--- src/rtl/alu_arb_pkg.sv ---
// Shared constants for the round-robin ALU arbiter: FSM encoding, opcodes
// and the default datapath width.
package alu_arb_pkg;

  localparam logic [1:0] ST_IDLE = 2'd0;
  localparam logic [1:0] ST_EXEC = 2'd1;
  localparam logic [1:0] ST_RESP = 2'd2;

  localparam logic OP_ADD = 1'b0;
  localparam logic OP_MUL = 1'b1;

  localparam int DEFAULT_WIDTH = 8;

endpackage

--- src/rtl/alu_core.sv ---
// Combinational add/multiply unit. Results are kept to WIDTH bits, so any
// carry or upper product bits are dropped.
module alu_core
  import alu_arb_pkg::*;
#(
  parameter int WIDTH = DEFAULT_WIDTH
) (
  input  logic             op,
  input  logic [WIDTH-1:0] a,
  input  logic [WIDTH-1:0] b,
  output logic [WIDTH-1:0] y
);

  // Select sum or product, both evaluated at WIDTH bits (silent truncation).
  always_comb begin
    if (op == OP_MUL) y = a * b;
    else              y = a + b;
  end

endmodule

--- src/rtl/alu_rr_arbiter.sv ---
// Two-requester round-robin front end for one shared add/multiply ALU.
// One operation in flight: IDLE accepts, EXEC waits out the multiply
// latency, RESP holds the result until the owner takes it.
module alu_rr_arbiter
  import alu_arb_pkg::*;
#(
  parameter int WIDTH      = DEFAULT_WIDTH,
  parameter int MUL_CYCLES = 2
) (
  input  logic             clk,
  input  logic             resetn,
  input  logic             req0_valid,
  output logic             req0_ready,
  input  logic             req0_op,
  input  logic [WIDTH-1:0] req0_a,
  input  logic [WIDTH-1:0] req0_b,
  output logic             resp0_valid,
  input  logic             resp0_ready,
  output logic [WIDTH-1:0] resp0_data,
  input  logic             req1_valid,
  output logic             req1_ready,
  input  logic             req1_op,
  input  logic [WIDTH-1:0] req1_a,
  input  logic [WIDTH-1:0] req1_b,
  output logic             resp1_valid,
  input  logic             resp1_ready,
  output logic [WIDTH-1:0] resp1_data,
  output logic             busy,
  output logic             owner
);

  // MUL_CYCLES below 1 is treated as a single-cycle multiply.
  localparam int MUL_EFF = (MUL_CYCLES < 1) ? 1 : MUL_CYCLES;
  localparam int CNT_W   = (MUL_EFF > 1) ? $clog2(MUL_EFF) : 1;
  localparam logic [CNT_W-1:0] MUL_INIT = CNT_W'(MUL_EFF - 1);

  logic [1:0]       state_q, state_d;
  logic             op_q, op_d;
  logic [WIDTH-1:0] a_q, a_d;
  logic [WIDTH-1:0] b_q, b_d;
  logic             owner_q, owner_d;
  logic             last_grant_q, last_grant_d;
  logic [CNT_W-1:0] cnt_q, cnt_d;
  logic [WIDTH-1:0] result_q, result_d;

  logic             sel;
  logic             accept;
  logic             resp_hs;
  logic [WIDTH-1:0] alu_y;

  alu_core #(.WIDTH(WIDTH)) u_alu_core (
    .op (op_q),
    .a  (a_q),
    .b  (b_q),
    .y  (alu_y)
  );

  // Round-robin pick: a lone requester wins; on a tie the one not served last wins.
  always_comb begin
    sel = 1'b0;
    if (req0_valid && req1_valid) sel = ~last_grant_q;
    else if (req1_valid)          sel = 1'b1;
  end

  assign req0_ready = (state_q == ST_IDLE) && req0_valid && !sel;
  assign req1_ready = (state_q == ST_IDLE) && req1_valid && sel;
  assign accept     = req0_ready || req1_ready;

  assign resp0_valid = (state_q == ST_RESP) && !owner_q;
  assign resp1_valid = (state_q == ST_RESP) && owner_q;
  assign resp0_data  = resp0_valid ? result_q : '0;
  assign resp1_data  = resp1_valid ? result_q : '0;
  assign resp_hs     = (resp0_valid && resp0_ready) || (resp1_valid && resp1_ready);

  assign busy  = (state_q != ST_IDLE);
  assign owner = busy ? owner_q : 1'b0;

  // Next-state logic for the FSM, operand capture, multiply counter and grant history.
  always_comb begin
    state_d      = state_q;
    op_d         = op_q;
    a_d          = a_q;
    b_d          = b_q;
    owner_d      = owner_q;
    last_grant_d = last_grant_q;
    cnt_d        = cnt_q;
    result_d     = result_q;
    case (state_q)
      ST_IDLE: begin
        if (accept) begin
          state_d = ST_EXEC;
          owner_d = sel;
          op_d    = sel ? req1_op : req0_op;
          a_d     = sel ? req1_a  : req0_a;
          b_d     = sel ? req1_b  : req0_b;
          cnt_d   = (op_d == OP_MUL) ? MUL_INIT : '0;
        end
      end
      ST_EXEC: begin
        if (cnt_q != '0) begin
          cnt_d = cnt_q - CNT_W'(1);
        end else begin
          result_d = alu_y;
          state_d  = ST_RESP;
        end
      end
      ST_RESP: begin
        if (resp_hs) begin
          last_grant_d = owner_q;
          state_d      = ST_IDLE;
        end
      end
      default: state_d = ST_IDLE;
    endcase
  end

  // State registers; synchronous active-low reset abandons any operation in flight.
  always_ff @(posedge clk) begin
    if (!resetn) begin
      state_q      <= ST_IDLE;
      op_q         <= OP_ADD;
      a_q          <= '0;
      b_q          <= '0;
      owner_q      <= 1'b0;
      last_grant_q <= 1'b1;
      cnt_q        <= '0;
      result_q     <= '0;
    end else begin
      state_q      <= state_d;
      op_q         <= op_d;
      a_q          <= a_d;
      b_q          <= b_d;
      owner_q      <= owner_d;
      last_grant_q <= last_grant_d;
      cnt_q        <= cnt_d;
      result_q     <= result_d;
    end
  end

endmodule
--- config.mk ---
export PLATFORM = sky130hd
export DESIGN_NAME = alu_rr_arbiter
export DESIGN_NICKNAME = d
export VERILOG_FILES = /design/src/rtl/alu_arb_pkg.sv /design/src/rtl/alu_core.sv /design/src/rtl/alu_rr_arbiter.sv
export SDC_FILE = /design/constraint.sdc
export NUM_CORES = 1
export LEC_CHECK = 0
export ABC_CLOCK_PERIOD_IN_PS = 4300
export BUFFER_PORTS_ARGS = -buffer_cell sky130_fd_sc_hd__buf_2
export CAP_MARGIN = 5
export CORE_UTILIZATION = 53
export CTS_CLUSTER_DIAMETER = 100
export DETAILED_ROUTE_END_ITERATION = 12
export GPL_ROUTABILITY_DRIVEN = 0
export PLACE_DENSITY = 0.8
export SYNTH_ARGS = -nofsm -noshare
export SYNTH_HDL_FRONTEND = slang
export SYNTH_SLANG_ARGS = --single-unit
--- constraint.sdc ---
create_clock -name clk -period 4.3 [get_ports clk]
set_clock_uncertainty 0.2 [all_clocks]
set_input_delay 0.215 -clock clk [delete_from_list [all_inputs] [get_ports clk]]
set_output_delay 0.215 -clock clk [all_outputs]
set_load 0.005 [all_outputs]
After elaboration in Yosys (flattened, before gate mapping) --
Index checks and enable logic that the tools add are counted.
Word-level totals: input port bits 40, flip-flop bits (word level) 30, output and inout bits 22, word-level logic and storage cells 56
Cells by class: bitwise logic cells 2, $add $sub $neg 2, multiply operators 1, reduce and logical (&&, ||, !) cells 21, muxes and demuxes 17, equal/unequal tests 5
Operators by type and width (number):
- 2-to-1 mux 8 bit | 5
- logical AND 1 bit | 9
- adder 8 bit | 1
- multiplier 8 x 8 -> 8 bit | 1
- AND reduction 2 bit | 4
- 2-to-1 mux 1 bit | 7
- 2-to-1 mux 2 bit | 3
- inequality test 2 bit, second input constant | 3
- one-hot mux 2 bit (3 select lines) | 1
- nonzero test 2 bit | 2
- AND reduction 3 bit | 1
- equality test 2 x 1 -> 1 bit, second input constant | 1
- equality test 2 bit, second input constant | 1
- logical NOT 1 bit | 2
- logical NOT 2 bit | 1
- logical OR 1 bit | 2
- NOT 1 bit | 2
- one-hot mux 1 bit (2 select lines) | 1
- subtractor 1 bit, second input constant | 1

Logic depth before layout (Yosys ltp) --
Gate-level depths: netlist of the first run.
word-level depth 7, depth in mapped cells 16

Modules after synthesis --
Synthesis of the first run repeated with hierarchy kept, for this count alone.
Unflattened totals: cells, all modules 329, area, all modules 2697.6 µm²
By module, submodules not included:
- alu_rr_arbiter | cells an instance 171, sequential area each 600.6 µm², instances 1, area each 1456.4 µm²
- alu_core | cells an instance 158, sequential area each 0.0 µm², instances 1, area each 1241.2 µm²

Least setup slack after synthesis of the first run --
OpenSTA, ideal clock, no wires.
kind reg2reg, start point register a_q[1], end point register result_q[7], buffers on the path 0, data arrival time 3.552 ns, period minus slack after synthesis 3.826 ns, path slack 0.474 ns, cell stages (with the launch flop) 15, cell sequence dfxtp_1 -> nand2_1 -> fa_1 -> fa_1 -> inv_1 -> fa_1 -> inv_1 -> fa_1 -> inv_1 -> ha_1 -> a21oi_1 -> xnor2_1 -> xnor2_1 -> nand3_1 -> a31oi_1
On the way: longest elaborated chain between the ends 2, elaborated cells on any way between the ends 3
RTL lines:
- start, declared | line alu_rr_arbiter.sv:39 | logic [WIDTH-1:0] a_q, a_d;
- start signal, assigned | line alu_rr_arbiter.sv:122 | a_q <= '0;
- start signal, assigned | line alu_rr_arbiter.sv:131 | a_q <= a_d;
- multiplier 8 x 8 -> 8 bit or adder 8 bit (tied branches) | line alu_core.sv:16, alu_core.sv:17
- 2-to-1 mux 8 bit (*) | line alu_core.sv:16 | if (op == OP_MUL) y = a * b;
- end signal, assigned | line alu_rr_arbiter.sv:136 | result_q <= result_d;
- end, declared | line alu_rr_arbiter.sv:44 | logic [WIDTH-1:0] result_q, result_d;
Mark *: on every way between the ends. The rest lies on a longest branch, timed or not. A chain may end at the register's enable or synchronous reset.

Worst setup path in the final report of the first run --
start point register a_q[3], end point register result_q[7]
The elaborated chain is that of the path after synthesis.

==> flow_summary.ini, run 1 <==
[power_and_ir_drop]
p_leak_uw = 0.00152
power_uw = 1050
power.density_nw_per_um2 = 343
peakVddDrop_v = 0.000272

[synthesis]
synth_compound_area_frac = 0.136
synth_edf_count = 0
synthMuxAreaShare = 0.0771
syn_nets = 387
synth_area_um2 = 2610
ys_async_sr_fraction = 0
synth_cell_types = 38
avgSynthCellArea_um2 = 8.40
synth_top_family_by_area = adder cells
synthSimpleGateAreaFrac = 0.207
synth_ff_type = dfxtp_1
synth_fa_ha_area_frac = 0.210
synth_cells = 311
yosys_warnings = 0
synth_xor_area_frac = 0.0671
ys_seq_area_frac = 0.230
ys_ff_latch = 30

[outcome]
status = finished clean

[detailed_routing]
wl_per_cell_um = 12.3
vias = 2275
antenna_left = 0
first_pass_iters = 4
vias_per_cell = 5.17
drc = 0
first_iter_violations = 72
drt_wl_total_um = 5410

[setup_path]
slowest_delay_ns = 0.55
cpMostUsedCell = inv_1
cp_max_fo = 6
critical_path.top_delay_family = adder cells
start_kind = flop
slowest_stage = fa_1
end_kind = flop
cp.required_ns = 4.31
worstPathCellList = ha_1 > inv_1 > fa_1 > inv_1 > ha_1 > fa_1 > inv_1 > fa_1 > inv_1 > ha_1 > a21oi_1 > xnor2_1 > xnor2_1 > nand3_1 > a31oi_1
cp_num_buf_inv = 4
critPathKind = reg -> reg
cp.arrival_ns = 4.07

[clock_network]
clock-root-buffer = clkbuf_8
clock_sinks = 30
cts.clk_slew.worst_paths_ns = 0.06
clk_latency_ns = 0.28
cts_tree = done
cts_buffers = 5
h-tree-depth = 2
clockBufferDepth = 2

[worst_hold_path]
min_path_type = in -> reg

[die]
floorplan.initialDensity = 0.553
die_y_um = 72.2
fp.dieW_um = 72.2
dieArea_um2 = 5210
ios = 62
rows = 25
core_area_um2 = 4720

[place]
port_buffers = 61
dp_cells = 430
dp_hpwl_um = 4410
placed_cell_area_um2 = 2950

[finish]
syn_to_final_growth_pct = 17.6
final_cells = 440
layout.nets = 448
design_area_um2 = 3070
drive_gt1_frac = 0.217
diodes = 0

[grt]
grtUsageMet1 = 0.299
grt_max_degree = 37
grt_pass1_wl_um = 9160
grt.total_usage = 0.225
grt.met3_usage = 0.0375
first_global_vias = 2045
gr-total-overflow = 0
antenna_found_initial = 0
grtUsageMet2 = 0.375
top_usage_layer = met2

[timing]
timing.fmax_ghz = 0.246
period_share = 0.945
hold_viol = 0
rsz0062_at_grt = no
tns_ns = 0
drv_slew = 0
setup_viol = 0
worstMarginPinSlew_ns = 1.15
min_period_ns = 4.06
relSlewSlack = 0.228

[run]
maxCapViolCount = 0
## path summary, 6_finish.rpt
| path | startpoint | to | slack (ns) | cells after the start |
|---|---|---|---|---|
| worst max-delay path | a_q[3] | result_q[7] | 0.24 | 15 |
| worst min-delay path | resp0_ready | last_grant_q | 0.03 | 3 |
| worst max register to register | a_q[3] | result_q[7] | 0.24 | 15 |
| worst min register to register | result_q[1] | result_q[1] | 0.30 | 2 |
## cell usage in the layout, fill, tap and decap left out, types with 2 or more instances in the layout
master         synthesis  final
nand2_1               30     30
buf_2                  3     61
nand3_1                2      2
clkbuf_8               0      6
inv_1                 32     32
xor2_1                 6      6
nor2b_1                6      6
a21oi_1               11     11
a211oi_1              22     22
a31oi_1                2      2
dfxtp_2                0      5
a21o_1                 3      3
dlygate4sd3_1          0      2
buf_4                  3      2
nor2_1                31     31
ha_1                  23     23
mux2i_1               19     19
and2_1                32     32
o21ai_0                7      7
xnor2_1               14     14
nor3_1                 2      2
dfxtp_1               30     25
fa_1                  13     13
## cell families (layout without fill, tap and decap cells)
family | Yosys count | after routing
simple gates | 108 | 108
compound gates | 53 | 53
buf+inv | 44 | 106
fa+ha+maj | 36 | 36
flops | 30 | 30
xor+xnor | 20 | 20
mux | 20 | 20
## sequential cells by signal, summed over array words and instances (netlist names)
| name | flops |
|---|---|
| op_q | 1 |
| result_q | 8 |
| last_grant_q | 1 |
| cnt_q | 1 |
| a_q | 8 |
| b_q | 8 |
| state_q | 2 |
| owner_q | 1 |
## layer usage
layer | routed length (um) | vias up
met2 | 2620 | 68
li1 | - | 1157
met3 | 215 | 7
met1 | 2510 | 1043
met5 | 0 | -
met4 | 63 | 0
## worst reg2reg max path, cell delays in order (launching register included)
cell and delay, ns:
dfxtp_1 0.41, ha_1 0.17, inv_1 0.08, fa_1 0.54, inv_1 0.04, ha_1 0.30, fa_1 0.55, inv_1 0.06
fa_1 0.53, inv_1 0.05, ha_1 0.31, a21oi_1 0.17, xnor2_1 0.15, xnor2_1 0.14, nand3_1 0.09, a31oi_1 0.19
## synthesized netlist by cell type (all sizes together), types with 2 or more instances
| library cell | n | area, um^2 |
|---|---|---|
| a211oi | 22 | 165 |
| a21o | 3 | 22.5 |
| a21oi | 11 | 55.1 |
| a31oi | 2 | 12.5 |
| and2 | 32 | 200 |
| buf | 6 | 37.5 |
| clkbuf | 4 | 18.8 |
| dfxtp | 30 | 601 |
| fa | 13 | 260 |
| ha | 23 | 288 |
| inv | 33 | 124 |
| mux2i | 19 | 190 |
| nand2 | 30 | 113 |
| nand3 | 2 | 10.0 |
| nor2 | 33 | 143 |
| nor2b | 6 | 37.5 |
| nor3 | 2 | 10.0 |
| o21ai | 7 | 35.0 |
| xnor2 | 14 | 123 |
| xor2 | 6 | 52.6 |
## area by class of cell
class                           count  area [um^2]
Clock inverter                      1         5.00
Multi-Input combinational cell    237         1830
Tap cell                           67         83.8
Clock buffer                        7         86.3
Inverter                           33          124
Fill cell                         394         1650
Timing Repair Buffer               65          340
Sequential cell                    30          607
## through the flow
stage | util | hold slack, ns | setup slack, ns
CTS | 0.649 | 0.0329 | 0.157
finish | 0.650 | 0.0322 | 0.238
floorplan | - | 0.153 | 0.474
global route | 0.650 | 0.0495 | 0.00384
detailed placement | 0.625 | 0.263 | 0.171
global placement | 0.625 | 0.268 | 0.313
## power by group
part | total [uW] | switching [uW] | internal, uW
Sequential | 392 | 65.4 | 326
Combinational | 428 | 233 | 194
Clock | 234 | 105 | 129
## timing repair
action                                 CTS  global route
setup buffers                            0             0
setup endpoints to repair                0             1
resized for setup                        0             5
hold buffers                             2             0
endpoints found under the hold margin    2             0
Power figures use the tool's default switching activity.
==> inputs of run 2 (changes only) <==
Settings changed: ABC_AREA set to 1, PLACE_DENSITY 0.8 to 0.79, SLEW_MARGIN set to 20.
==> flow_summary.ini, run 2 <==
[outcome]
status = complete, but fails checks
violations = negative hold slack

[die]
floorplan.initialDensity = 0.566
dieArea_um2 = 5470
core_area_um2 = 4850
rows = 25
die_y_um = 74.0
ios = 62
fp.dieW_um = 74.0

[synthesis]
synth_cells = 414
synth_ff_type = dfxtp_1
ys_top_cells_by_count = nand2_1 (115), inv_1 (78), dfxtp_1 (30), nor2_1 (28), o21ai_0 (25)
syn_nets = 490
synth_cell_types = 28
ys_seq_area_frac = 0.219
yosys.area.top_type = dfxtp_1
synth_most_common_cell = nand2_1
ys_async_sr_fraction = 0
synth_edf_count = 0
yosysTopAreaCellShare = 0.219
yosys_warnings = 0
synth_area_um2 = 2750
synth_area_leaders = dfxtp_1 (22%), nand2_1 (16%), inv_1 (11%), ha_1 (10%), fa_1 (9.5%)
avgSynthCellArea_um2 = 6.63
ys_ff_latch = 30

[place]
port_buffers = 61
dp_cells = 534
dp_hpwl_um = 4960

[grt]
antenna_found_initial = 0
grt_pass1_wl_um = 11100
first_global_vias = 2593
grt_max_degree = 34
gr-total-overflow = 0
grt.total_usage = 0.263

[setup_path]
cp.arrival_ns = 3.99
reg2reg_slack_ns = 0.29
cp_max_fo = 6
end_kind = flop
critPathKind = reg -> reg
cp.required_ns = 4.28
start_kind = flop

[clock_network]
h-tree-depth = 2
clk_latency_ns = 0.28
cts_tree = done
clock_sinks = 30
cts.clk_slew.worst_paths_ns = 0.06
cts_buffers = 5
clock-root-buffer = clkbuf_8
clockBufferDepth = 2

[timing]
hold_viol = 1
min_period_ns = 4.01
period_share = 0.933
rsz0062_at_grt = no
timing.fmax_ghz = 0.249
tns_ns = 0
holdWs_ns = -0.00403
relSlewSlack = 0.726
drv_slew = 0
setup_viol = 0
worstMarginPinSlew_ns = 0.412

[detailed_routing]
wl_per_cell_um = 12.0
drt_wl_total_um = 6740
vias = 2835
vias_per_cell = 5.06
drc = 0
first_pass_iters = 5
antenna_left = 0
first_iter_violations = 167

[finish]
layout_commonest_cell = nand2_1
diodes = 0
final_cell_mix = nand2_1 (115), inv_1 (77), buf_2 (61)
fill_cells = 405
layout.nets = 568
drive_gt1_frac = 0.203
final_cells = 560
top_regs = a_q x8, b_q x8, result_q x8
syn_to_final_growth_pct = 24.3

[run]
maxCapViolCount = 0

[power_and_ir_drop]
pwr-share-comb = 0.402
p_switching_uw = 380
p_clk_frac = 0.234
p_leak_uw = 0.00186
p_seq_frac = 0.363
peakVddDrop_v = 0.000200
p_sw_frac = 0.385
power.density_nw_per_um2 = 290
power.internal_uw = 608

[worst_hold_path]
min_path_type = in -> reg
## run 2: changes by cell type after synthesis, moves of 18 or more
cell,previous run,this run
nand3_1,2,23
and2_1,32,0
nand2_1,30,115
inv_1,32,78
a211oi_1,22,1
mux2i_1,19,0
o21ai_0,7,25
## run 2: area by class of cell
cell class / instances / area [um^2] / area share
Sequential cell: 30 / 617 / 0.181
Clock inverter: 1 / 5.00 / 0.00147
Tap cell: 67 / 83.8 / 0.0246
Timing Repair Buffer: 84 / 518 / 0.152
Clock buffer: 7 / 86.3 / 0.0253
Multi-Input combinational cell: 290 / 1790 / 0.526
Inverter: 81 / 309 / 0.0905
## run 2: critical path: stages (launching register included)
cell and delay [ns]:
dfxtp_4 0.39, ha_4 0.14, inv_2 0.04, fa_1 0.52, inv_1 0.04, ha_1 0.29
fa_1 0.53, inv_1 0.05, fa_1 0.52, inv_1 0.06, ha_4 0.26, a21oi_4 0.12
nand2_1 0.07, nand2_1 0.06, nand2_1 0.06, nand2_1 0.06, inv_1 0.04, nor2_2 0.11
nand3_1 0.09, nand3_1 0.09, nand3_1 0.07, nand2_1 0.07, inv_1 0.03
## run 2: worst paths after layout
| check | startpoint | cells past startpoint | end |
|---|---|---|---|
| max | a_q[3] | 22 | result_q[7] |
| min | req0_a[2] | 3 | a_q[2] |
| max reg2reg | a_q[3] | 22 | result_q[7] |
| min reg2reg | last_grant_q | 2 | last_grant_q |
## run 2: logic make-up (layout without fill, tap and decap cells)
family	after synthesis	in the layout	synth area share
compound gates	68	68	0.137
xor+xnor	6	6	0.0191
fa+ha+maj	36	36	0.200
buf+inv	94	173	0.147
flops	30	30	0.219
simple gates	180	180	0.279
## run 2: power by group through the flow
stage               logic [uW]  registers (uW)  clock network [uW]
finish                     398             359                 232
global route               451             364                 248
CTS                        367             356                 235
detailed placement         348             361                   0
global placement           342             360                   0
floorplan                  275             346                   0
## run 2: layer usage
layer	vias to the layer above	share of wire	global-route usage
li1	1457	-	-
met1	1266	0.45	0.337
met2	98	0.48	0.446
met3	14	0.055	0.0434
met4	0	0.021	0.0983
met5	-	0	0
## run 2: stage by stage
stage | setup WS [ns] | hold WS, ns | instance area (um^2) | util | power (uW)
finish | 0.290 | -0.00403 | 3410 | 0.704 | 988
CTS | 0.0288 | 0.000196 | 3320 | 0.685 | 958
floorplan | 0.264 | 0.153 | 2750 | - | 620
global placement | 0.151 | 0.260 | 3080 | 0.635 | 702
detailed placement | 0.00490 | 0.260 | 3080 | 0.635 | 710
global route | 0.00213 | 0.000445 | 3410 | 0.704 | 1060
## run 2: what timing repair did
action                                 in CTS  in global routing
resized for setup                           1                 16
buffers inserted                            0                  2
setup endpoints to repair                   1                  1
endpoints found under the hold margin      12                  1
hold buffers                               15                  1
pin swaps                                   0                  2
==> inputs of run 3 (changes only) <==
Settings changed: CORE_UTILIZATION 53 to 25, PLACE_DENSITY 0.79 to 0.44.
==> flow_summary.ini, run 3 (synthesized netlist as in run 2, its figures left out) <==
[outcome]
status = finished clean

[power_and_ir_drop]
p_leak_uw = 0.00191
peakVddDrop_v = 0.000151
pwr-share-comb = 0.414
p_clk_frac = 0.237
p_sw_frac = 0.387
power.internal_uw = 622
p_seq_frac = 0.349
power.density_nw_per_um2 = 282
p_switching_uw = 392

[detailed_routing]
first_iter_violations = 91
drc = 0
vias = 2809
vias_per_cell = 4.39
drt_wl_total_um = 7370
wl_per_cell_um = 11.5
antenna_left = 0
first_pass_iters = 4

[clock_network]
clockBufferDepth = 2
clk_latency_ns = 0.28
h-tree-depth = 2
cts_tree = done
cts.clk_slew.worst_paths_ns = 0.07
clock-root-buffer = clkbuf_8
cts_buffers = 5
clock_sinks = 30

[grt]
grt_pass1_wl_um = 12700
antenna_found_initial = 0
grt.total_usage = 0.140
gr-total-overflow = 0
grt_max_degree = 34
first_global_vias = 2704

[setup_path]
critical_path.top_delay_family = adder cells
slowest_delay_ns = 0.55
cp.required_ns = 4.29
end_kind = flop
slowest_stage = fa_1
start_kind = flop
cp_max_fo = 3
critPathKind = reg -> reg
timing.rr.start = b_q[4]
worstPathCellList = nand2_1 > fa_1 > fa_1 > inv_1 > fa_1 > inv_1 > fa_1 > inv_1 > ha_4 > nand3_1 > nand2_1 > nand2_1 > nand2_1 > nor2_1 > nor2_2 > nand3_1 > nand3_1 > nand3_1 > nand2_1 > inv_1
cpMostUsedCell = nand2_1
crit_start = b_q[4]
cp.arrival_ns = 4.00
cp_num_buf_inv = 4

[finish]
syn_to_final_growth_pct = 31.0
drive_gt1_frac = 0.202
layout_commonest_cell = nand2_1
layout.nets = 579
final_core_util = 0.342
top_regs = a_q x8, b_q x8, result_q x8
diodes = 0
final_cell_mix = nand2_1 (115), inv_1 (78), buf_2 (61)

[timing]
min_period_ns = 4.01
drv_slew = 0
period_share = 0.933
setup_viol = 0
relSlewSlack = 0.700
timing.fmax_ghz = 0.249
rsz0062_at_grt = no
tns_ns = 0
worstMarginPinSlew_ns = 0.449
fin_ws_ns = 0.287
hold_viol = 0

[worst_hold_path]
min_path_type = in -> reg
hp-start = req1_a[4]

[die]
floorplan.initialDensity = 0.261
rows = 37
dieArea_um2 = 11400
ios = 62
fp.dieW_um = 107
core_area_um2 = 10500
die_y_um = 107

[run]
maxCapViolCount = 0

[place]
preCtsSetupSlack_ns = 0.0310
dp_hpwl_um = 5960
port_buffers = 61
==> run 3: worst reg2reg max path, cell delays in order, from the launching register on <==
cell     delay, ns
dfxtp_1       0.36
nand2_1       0.10
fa_1          0.46
fa_1          0.55
inv_1         0.05
fa_1          0.47
inv_1         0.05
fa_1          0.52
inv_1         0.06
ha_4          0.29
nand3_1       0.10
nand2_1       0.08
nand2_1       0.04
nand2_1       0.07
nor2_1        0.05
nor2_2        0.12
nand3_1       0.08
nand3_1       0.09
nand3_1       0.07
nand2_1       0.07
inv_1         0.03
==> run 3: timing repair <==
action	in CTS	in global routing
resized for setup	0	11
setup buffers	0	1
hold buffers	24	0
endpoints found under the hold margin	14	0
endpoints found under the setup margin	0	1
==> run 3: power by group through the flow <==
stage | logic, uW | registers (uW) | clock network [uW]
floorplan | 275 | 346 | 0
global placement | 374 | 358 | 0
detailed placement | 375 | 359 | 0
CTS | 404 | 353 | 248
global route | 487 | 361 | 262
finish | 420 | 354 | 240
==> run 3: cell type report <==
class | instances | area [um^2]
Fill cell | 1144 | 6910
Inverter | 81 | 309
Multi-Input combinational cell | 290 | 1790
Sequential cell | 30 | 608
Tap cell | 136 | 170
Clock buffer | 6 | 82.6
Clock inverter | 2 | 12.5
Timing Repair Buffer | 95 | 621
==> run 3: metrics by stage <==
stage | hold slack [ns] | cell area, um^2 | total power, uW | instances
after floorplan | 0.153 | 2750 | 620 | 414
after global placement | 0.265 | 3200 | 732 | 607
after detailed placement | 0.264 | 3200 | 734 | 607
after CTS | 0.000779 | 3530 | 1000 | 639
after global routing | 0.0108 | 3600 | 1110 | 640
final | 0.00495 | 3600 | 1010 | 640
==> run 3: metal layers <==
metal / part of all wire / routed length (um) / track usage
met5: 0 / 0 / 0
met4: 0.012 / 88 / 0.0382
met3: 0.027 / 197 / 0.0128
met2: 0.47 / 3440 / 0.238
met1: 0.49 / 3640 / 0.187
==> run 3: worst paths after layout <==
check | to | slack, ns | cells after the start
worst max-delay path | result_q[7] | 0.29 | 20
worst min-delay path | a_q[4] | 0.005 | 3
worst max register to register | result_q[7] | 0.29 | 20
worst min register to register | result_q[0] | 0.28 | 2
